--- config.mk ---
export PLATFORM = sky130hd
export DESIGN_NAME = pulse_meter
export DESIGN_NICKNAME = d
export VERILOG_FILES = /design/src/rtl/pulse_meter_pkg.sv /design/src/rtl/pulse_meter_sync_edge.sv /design/src/rtl/pulse_meter.sv
export SDC_FILE = /design/constraint.sdc
export NUM_CORES = 1
export LEC_CHECK = 0
export ABC_AREA = 1
export CAP_MARGIN = 20
export CORE_ASPECT_RATIO = 0.6
export CORE_UTILIZATION = 45
export CTS_CLUSTER_SIZE = 12
export DETAILED_ROUTE_END_ITERATION = 6
export PLACE_DENSITY = 0.63
export SLEW_MARGIN = 20
export SYNTH_ARGS = -nofsm -noshare
export SYNTH_HDL_FRONTEND = slang
export SYNTH_SLANG_ARGS = --single-unit
--- constraint.sdc ---
create_clock -name clock -period 2.6 [get_ports clock]
set_input_delay 0.52 -clock clock [delete_from_list [all_inputs] [get_ports clock]]
set_output_delay 0.52 -clock clock [all_outputs]
set_load 0.05 [all_outputs]
--- src/rtl/pulse_meter_pkg.sv ---
// Shared definitions for the pulse meter: FSM encoding and default counter width.
package pulse_meter_pkg;
  localparam int WIDTH_DEF = 16;

  typedef enum logic [1:0] {
    IDLE = 2'd0,
    HIGH = 2'd1,
    LOW  = 2'd2
  } pm_state_e;
endpackage

--- src/rtl/pulse_meter_sync_edge.sv ---
// Two-flop synchronizer with rise/fall detect; every flop resets to 1 so a line
// already high when reset releases never looks like a rising edge.
module pulse_meter_sync_edge (
  input  logic clock,
  input  logic reset,
  input  logic signal,
  output logic s,
  output logic rise,
  output logic fall
);
  logic s1, s_d;

  always_ff @(posedge clock) begin
    if (!reset) begin
      s1  <= 1'b1;
      s   <= 1'b1;
      s_d <= 1'b1;
    end else begin
      s1  <= signal;
      s   <= s1;
      s_d <= s;
    end
  end

  assign rise = s & ~s_d;
  assign fall = ~s & s_d;
endmodule

--- src/rtl/pulse_meter.sv ---
// Measures high time and rise-to-rise period of an asynchronous pulse line and
// hands each finished measurement out on a valid/ready register.
module pulse_meter
  import pulse_meter_pkg::*;
#(
  parameter int WIDTH = WIDTH_DEF
) (
  input  logic             clock,
  input  logic             reset,
  input  logic             signal,
  output logic [WIDTH-1:0] meas_high,
  output logic [WIDTH-1:0] meas_period,
  output logic             meas_sat,
  output logic             meas_valid,
  input  logic             meas_ready,
  output logic             overrun,
  output logic             armed
);
  localparam logic [WIDTH-1:0] CMAX = '1;
  localparam logic [WIDTH-1:0] ONE  = WIDTH'(1);

  pm_state_e        state, nstate;
  logic             s, rise, fall, emit;
  logic [WIDTH-1:0] hi_cnt, lo_cnt;
  logic [WIDTH:0]   sum;
  logic             sat_now;

  pulse_meter_sync_edge u_sync (
    .clock  (clock),
    .reset  (reset),
    .signal (signal),
    .s      (s),
    .rise   (rise),
    .fall   (fall)
  );

  always_ff @(posedge clock) begin
    if (!reset) state <= IDLE;
    else        state <= nstate;
  end

  always_comb begin
    nstate = state;
    case (state)
      IDLE:    if (rise) nstate = HIGH;
      HIGH:    if (fall) nstate = LOW;
      LOW:     if (rise) nstate = HIGH;
      default: nstate = IDLE;
    endcase
  end

  always_comb begin
    armed = (state == HIGH) || (state == LOW);
    emit  = (state == LOW) && rise;
  end

  // Counters stick at CMAX; a stuck counter forces the saturated result.
  always_ff @(posedge clock) begin
    if (!reset) begin
      hi_cnt <= '0;
      lo_cnt <= '0;
    end else begin
      case (state)
        IDLE: if (rise) begin
          hi_cnt <= ONE;
          lo_cnt <= '0;
        end
        HIGH: begin
          if (fall)                     lo_cnt <= ONE;
          else if (s && hi_cnt != CMAX) hi_cnt <= hi_cnt + ONE;
        end
        LOW: begin
          if (rise) begin
            hi_cnt <= ONE;
            lo_cnt <= '0;
          end else if (!s && lo_cnt != CMAX) begin
            lo_cnt <= lo_cnt + ONE;
          end
        end
        default: begin
          hi_cnt <= '0;
          lo_cnt <= '0;
        end
      endcase
    end
  end

  assign sum     = {1'b0, hi_cnt} + {1'b0, lo_cnt};
  assign sat_now = (hi_cnt == CMAX) || (lo_cnt == CMAX) || sum[WIDTH];

  always_ff @(posedge clock) begin
    if (!reset) begin
      meas_high   <= '0;
      meas_period <= '0;
      meas_sat    <= 1'b0;
      meas_valid  <= 1'b0;
      overrun     <= 1'b0;
    end else if (emit && (!meas_valid || meas_ready)) begin
      meas_high   <= hi_cnt;
      meas_period <= sat_now ? CMAX : sum[WIDTH-1:0];
      meas_sat    <= sat_now;
      meas_valid  <= 1'b1;
    end else begin
      if (emit)                     overrun    <= 1'b1;
      if (meas_valid && meas_ready) meas_valid <= 1'b0;
    end
  end
endmodule

==> impl_metrics.yaml, run 1 <==
sta:
  rsz0062_at_grt: "no"
  min_period_over_period: 0.838
  fmax_ghz: 0.459
  holdWs_ns: 0.414
  hold_violations: 0
  fin_ws_ns: 0.421
  setup_violations: 0
  tightest_slew_ns: 0.601
  slew_headroom: 0.596
  slew_violations: 0
  fin_tns_setup_ns: 0
  fin_worst_skew_ns: 0.00500
  period_needed_ns: 2.18
synth:
  async_reset_ff_frac: 0
  ys_warn_count: 0
  synthXorXnorAreaFrac: 0.0162
  syn_inst: 686
  synthMuxAreaShare: 0
  synth.avg_cell_area_um2: 6.31
  synth_seq_area_share: 0.333
  synthFlopType: "dfxtp_1"
  synth_nets: 713
  syn-cell-area_mm2: 0.00433
  synth-compound-area-share: 0.121
  yosys.area_share.simple: 0.357
  synth_top_family_by_area: "simple AND/OR/NAND/NOR gates"
  synth_edf_count: 0
  synth_fa_ha_area_frac: 0.0683
  ys_types: 39
  synth-seq-cells: 72
status:
  outcome: "complete, no violations"
critical_path:
  crit_fanout: 17
  critPathTopFamily: "simple AND/OR/NAND/NOR gates"
  crit_buf_inv: 4
  slowest_stage: "dfxtp_1"
  reg2reg_from: "state[0]"
  crit_chain: "inv_1 > ha_1 > nor2_1 > nor2_1 > inv_1 > nand2_1 > nand2_1 > buf_4 > clkinv_4 > o21ai_0 > nor2_1"
  worstSetupEndpointType: "flop"
  cpMostUsedCell: "nor2_1"
  critPathArrivalTime_ns: 2.41
  r2r_slack_ns: 0.42
  slowest_delay_ns: 0.36
  cp-startpoint: "state[0]"
  worstPathRequired_ns: 2.83
  criticalPathCategory: "reg -> reg"
  start_kind: "flop"
power_and_ir_drop:
  p_leak_nw: 2.53
  peakVddDrop_mv: 0.363
  power_density_mw_per_mm2: 624
finish:
  num-fill-cells: 940
  final_core_util: 0.563
  multiInputGateArea_mm2: 0.00243
  drive_gt1_frac: 0.0649
  diodes: 0
  seqCellArea_mm2: 0.00144
  final_cells: 870
  nets: 762
  area.growth.synth_to_final_pct: 20.4
grt:
  grt.overflow.total: 0
  grt_busiest_layer: "met2"
  grtUsageTotal: 0.264
  grt_pass1_vias: 3989
  grt_pass1_wl_mm: 20.1
  antenna_found_initial: 0
  grt_start_max_net_pins: 36
  gr-usage-met2: 0.388
  use_met3: 0.0648
  gr-usage-met1: 0.383
floorplan:
  num_rows: 27
  die-area_mm2: 0.0100
  die_w_um: 129
  ios: 40
  coreArea_mm2: 0.00926
  die_h_um: 77.9
  initial_core_util: 0.467
detailed_routing:
  final_antenna_net_count: 0
  first_pass_iters: 5
  vias: 4372
  routedWlPerCell_um: 13.9
  avgViaCountPerCell: 5.03
  drtIter0Drc: 427
  routed_wl_mm: 12.1
  drc: 0
cts:
  clock_path_buffers: 2
  cts.sinks: 72
  cts_tree: "yes"
  cts.clk_slew.worst_paths_ns: 0.06
  worstSkewPairLatency_ns: 0.34
  root_buffer: "clkbuf_16"
  htreeDepth: 3
  cts_made_buffers: 9
placement:
  dp_slack_ns: 0.452
  hpwl_mm: 9.34
  port_buffers: 39
  gp_routability_congestion: 0.961
  dp_cells: 854
run:
  cap_viol_max_count: 0
min_path:
  hold_path.class: "reg -> reg"
  hold_start: "u_sync.s1"
-- through the flow --
stage / total power [mW] / instance area, µm²
floorplan: 1.79 / 4330
global placement: 1.96 / 4900
detailed placement: 1.97 / 4900
CTS: 3.27 / 5210
global route: 3.41 / 5210
finish: 3.25 / 5210
-- logic make-up (layout without fill, tap and decap cells) --
logic type | Yosys count | in the layout
AO/OA/AOI/OAI | 98 | 98
XOR/XNOR | 8 | 8
adder cells (fa/ha/maj) | 23 | 23
buffers and inverters | 112 | 166
flip-flops | 72 | 72
AND/OR/NAND/NOR | 373 | 373
-- worst paths after layout --
check / to / cells past startpoint
setup reg to reg: lo_cnt[15] / 11
hold reg to reg: u_sync.s / 1
setup / recovery: lo_cnt[15] / 11
hold / removal: u_sync.s / 1
-- flip-flops by register name, summed over array words and instances (netlist names), 2 cells and up --
| name | flops |
|---|---|
| hi_cnt | 16 |
| lo_cnt | 16 |
| meas_high | 16 |
| meas_period | 16 |
| state | 2 |
-- repair_timing --
action,CTS,global route
gates resized for setup,0,1
endpoints found under the setup margin,0,1
hold buffers,0,0
setup buffers,0,0
-- cells in the mapped netlist, types with 2 or more instances --
library cell | count | area, µm²
a21oi_1 | 46 | 230
a31oi_1 | 3 | 18.8
buf_2 | 2 | 10.0
buf_4 | 2 | 15.0
buf_6 | 2 | 22.5
clkbuf_1 | 8 | 30.0
clkinv_1 | 2 | 7.51
dfxtp_1 | 72 | 1440
ha_1 | 22 | 275
inv_1 | 93 | 349
inv_2 | 2 | 7.51
nand2_1 | 174 | 653
nand2_2 | 5 | 31.3
nand3_1 | 36 | 180
nand3_2 | 2 | 20.0
nand3b_1 | 4 | 30.0
nand4_1 | 3 | 18.8
nor2_1 | 126 | 473
nor2_4 | 2 | 22.5
nor3_1 | 14 | 70.1
o21ai_0 | 39 | 195
o21ai_2 | 2 | 17.5
or2_2 | 3 | 18.8
xor2_1 | 7 | 61.3
-- cells in the final DEF, fill, tap and decap left out, drive strengths merged, types with 2 or more instances in the layout --
master,n
a21oi,47
a31oi,3
o21ai,42
o21bai,2
nor2,129
xor2,7
clkbuf,12
clkinv,4
nor3,14
nand3,38
buf,13
nand2,179
or2,3
ha,22
clkdlybuf4s50,38
nand4,3
inv,96
dfxtp,72
nand3b,4
-- metal layers --
layer / wire [µm] / part of all wire
met2: 4920 / 0.41
met5: 0 / 0
met1: 5870 / 0.49
met3: 1140 / 0.094
met4: 169 / 0.014
-- layout make-up --
class,instances,area share
inverter,98,0.0716
clock inverter,4,0.00985
multi-input combinational,502,0.467
sequential,72,0.277
timing repair buffer,52,0.0942
tap,130,0.0312
clock buffer,12,0.0492
-- power by group --
part | switching, mW | total [mW] | internal (mW)
sequential | 0.0406 | 1.19 | 1.15
combinational | 0.553 | 0.776 | 0.222
clock | 0.488 | 1.29 | 0.797
total | 1.08 | 3.25 | 2.17
Power figures use the tool's default switching activity.
==> inputs of run 2 (changes only) <==
--- a/config.mk
+++ b/config.mk
@@ -11,7 +11,7 @@
 export CORE_UTILIZATION = 45
 export CTS_CLUSTER_SIZE = 12
 export DETAILED_ROUTE_END_ITERATION = 6
-export PLACE_DENSITY = 0.63
+export PLACE_DENSITY = 0.65
 export SLEW_MARGIN = 20
 export SYNTH_ARGS = -nofsm -noshare
 export SYNTH_HDL_FRONTEND = slang
==> constraint.sdc (replaced) <==
create_clock -name clock -period 1.8 [get_ports clock]
set_input_delay 0.36 -clock clock [delete_from_list [all_inputs] [get_ports clock]]
set_output_delay 0.36 -clock clock [all_outputs]
set_load 0.05 [all_outputs]
==> run 2 against run 1 <==
Net effect:
- the run now ends with negative setup slack left
- critical path type unchanged
- largest cell class unchanged
- critical endpoint is now meas_period[0]
- largest power group is now combinational cells
- sequential share of layout area shrank 3.9 points
- sequential cell count unchanged
- clock skew rose by 0.0013 ns
- cell area is 18% higher
- via count up 11%
==> impl_metrics.yaml, run 2 (synthesized netlist as in run 1, its figures left out) <==
status:
  outcome: "finished with violations"
  violations: "negative setup slack"
critical_path:
  slowest_delay_ns: 0.36
  worstSetupEndpointType: "flop"
  r2r_cells: 11
  worstPathRequired_ns: 2.03
  r2r_slack_ns: -0.007
  crit_fanout: 5
  slowest_stage: "dfxtp_4"
  reg2reg_to: "meas_period[0]"
  cp-startpoint: "hi_cnt[0]"
  criticalPathCategory: "reg -> reg"
  start_kind: "flop"
  reg2reg_from: "hi_cnt[0]"
  cp-endpoint: "meas_period[0]"
  critPathArrivalTime_ns: 2.04
  crit_chain: "ha_4 > fa_2 > nand2_2 > nand2_2 > nand3_2 > nand2_4 > nand3_4 > nand3_4 > buf_6 > o21ai_2 > inv_1"
power_and_ir_drop:
  power_density_mw_per_mm2: 885
  peakVddDrop_mv: 0.704
  p_leak_nw: 3.04
finish:
  final_common_cell: "nand2_1"
  num-fill-cells: 805
  nets: 833
  multiInputGateArea_mm2: 0.00281
  seqCellArea_mm2: 0.00147
  drive_gt1_frac: 0.304
  final_cell_mix: "nand2_1, nor2_1, buf_4, inv_1, dfxtp_1"
  diodes: 0
  area.growth.synth_to_final_pct: 42.6
cts:
  cts.clk_slew.worst_paths_ns: 0.06
  worstSkewPairLatency_ns: 0.34
  root_buffer: "clkbuf_16"
  cts.sinks: 72
  htreeDepth: 3
  cts_tree: "yes"
  cts_made_buffers: 9
  hold_buffers: 0
  clock_path_buffers: 2
placement:
  dp_slack_ns: -0.123
  hpwl_mm: 9.90
  port_buffers: 39
  gp_routability_congestion: 0.948
sta:
  rsz0062_at_grt: "yes"
  fin_ws_ns: -0.00730
  fmax_ghz: 0.553
  fin_worst_skew_ns: 0.00627
  setup_violations: 3
  hold_violations: 0
  holdWs_ns: 0.415
  period_needed_ns: 1.81
  slew_violations: 0
  min_period_over_period: 1.00
  tightest_slew_ns: 0.372
  slew_headroom: 0.752
floorplan:
  die_w_um: 129
  initial_core_util: 0.467
  die_h_um: 77.9
  coreArea_mm2: 0.00926
  num_rows: 27
  die-area_mm2: 0.0100
  ios: 40
detailed_routing:
  routedWlPerCell_um: 14.6
  drtIter0Drc: 359
  vias: 4866
  first_pass_iters: 7
  final_antenna_net_count: 0
  avgViaCountPerCell: 5.18
  routed_wl_mm: 13.7
  drc: 0
grt:
  grt.overflow.total: 0
  grt_start_max_net_pins: 36
  antenna_found_initial: 0
  grt_pass1_vias: 4135
  grtUsageTotal: 0.269
  grt_pass1_wl_mm: 20.6
min_path:
  hold_path.class: "reg -> reg"
run:
  cap_viol_max_count: 0
==> run 2: cell count changes in the layout (fill, tap and decap cells not counted), moves of 16 or more <==
cell	previous run	this run
buf_4	13	106
clkdlybuf4s50_1	38	3
nand2_2	5	21
nor2_1	126	107
nand2_1	174	152
==> run 2: metrics by stage <==
| stage | setup TNS (ns) | cells | power, mW | utilization | cell area [µm²] |
|---|---|---|---|---|---|
| after floorplan | 0 | 686 | 2.59 | - | 4330 |
| after global placement | -1.19 | 916 | 3.13 | 0.575 | 5320 |
| after detailed placement | -2.40 | 916 | 3.15 | 0.575 | 5320 |
| after CTS | -0.0527 | 932 | 4.88 | 0.613 | 5670 |
| after global routing | -1.14 | 940 | 5.70 | 0.666 | 6170 |
| final | -0.0125 | 940 | 5.46 | 0.666 | 6170 |
==> run 2: final cells by class <==
cell class,count,area share
well taps,130,0.0264
flip-flops and latches,72,0.238
clock inverters,4,0.00467
inverters,98,0.0611
repair buffers,123,0.174
multi-input cells,502,0.455
clock buffers,11,0.0410
==> run 2: how the worst min path moves through the flow <==
stage	startpoint	end	slack, ns	cells past startpoint
finish	u_sync.s1	u_sync.s	0.41	1
CTS	u_sync.s1	u_sync.s	0.42	1
global route	u_sync.s1	u_sync.s	0.44	1
global placement	u_sync.s1	u_sync.s	0.40	1
detailed placement	u_sync.s1	u_sync.s	0.40	1
floorplan	u_sync.s1	u_sync.s	0.39	1
==> run 2: layer usage <==
layer | vias up | GRT usage | share of wire
li1 | 2416 | - | -
met1 | 2261 | 0.395 | 0.49
met2 | 171 | 0.395 | 0.44
met3 | 18 | 0.0538 | 0.067
met4 | 0 | 0.0671 | 0.0099
met5 | - | 0 | 0
==> run 2: repair_timing <==
| action | CTS | global route |
|---|---|---|
| hold endpoints to repair | 0 | 0 |
| setup buffers | 1 | 4 |
| gates resized for setup | 29 | 105 |
| cloned | 0 | 4 |
| pin swaps | 6 | 25 |
| endpoints found under the setup margin | 26 | 52 |
==> run 2: power by group <==
part	internal (mW)	total (mW)	switching, mW
Clock	1.00	1.70	0.697
Combinational	0.940	2.01	1.07
Sequential	1.68	1.75	0.0749
==> run 2: critical path: cells and delay by family (launching register included) <==
kind	cells	cell delay, ns
AND/OR/NAND/NOR	6	0.49
AO/OA/AOI/OAI	1	0.13
adder cells (fa/ha/maj)	2	0.51
flip-flops	1	0.36
buffers and inverters	2	0.21
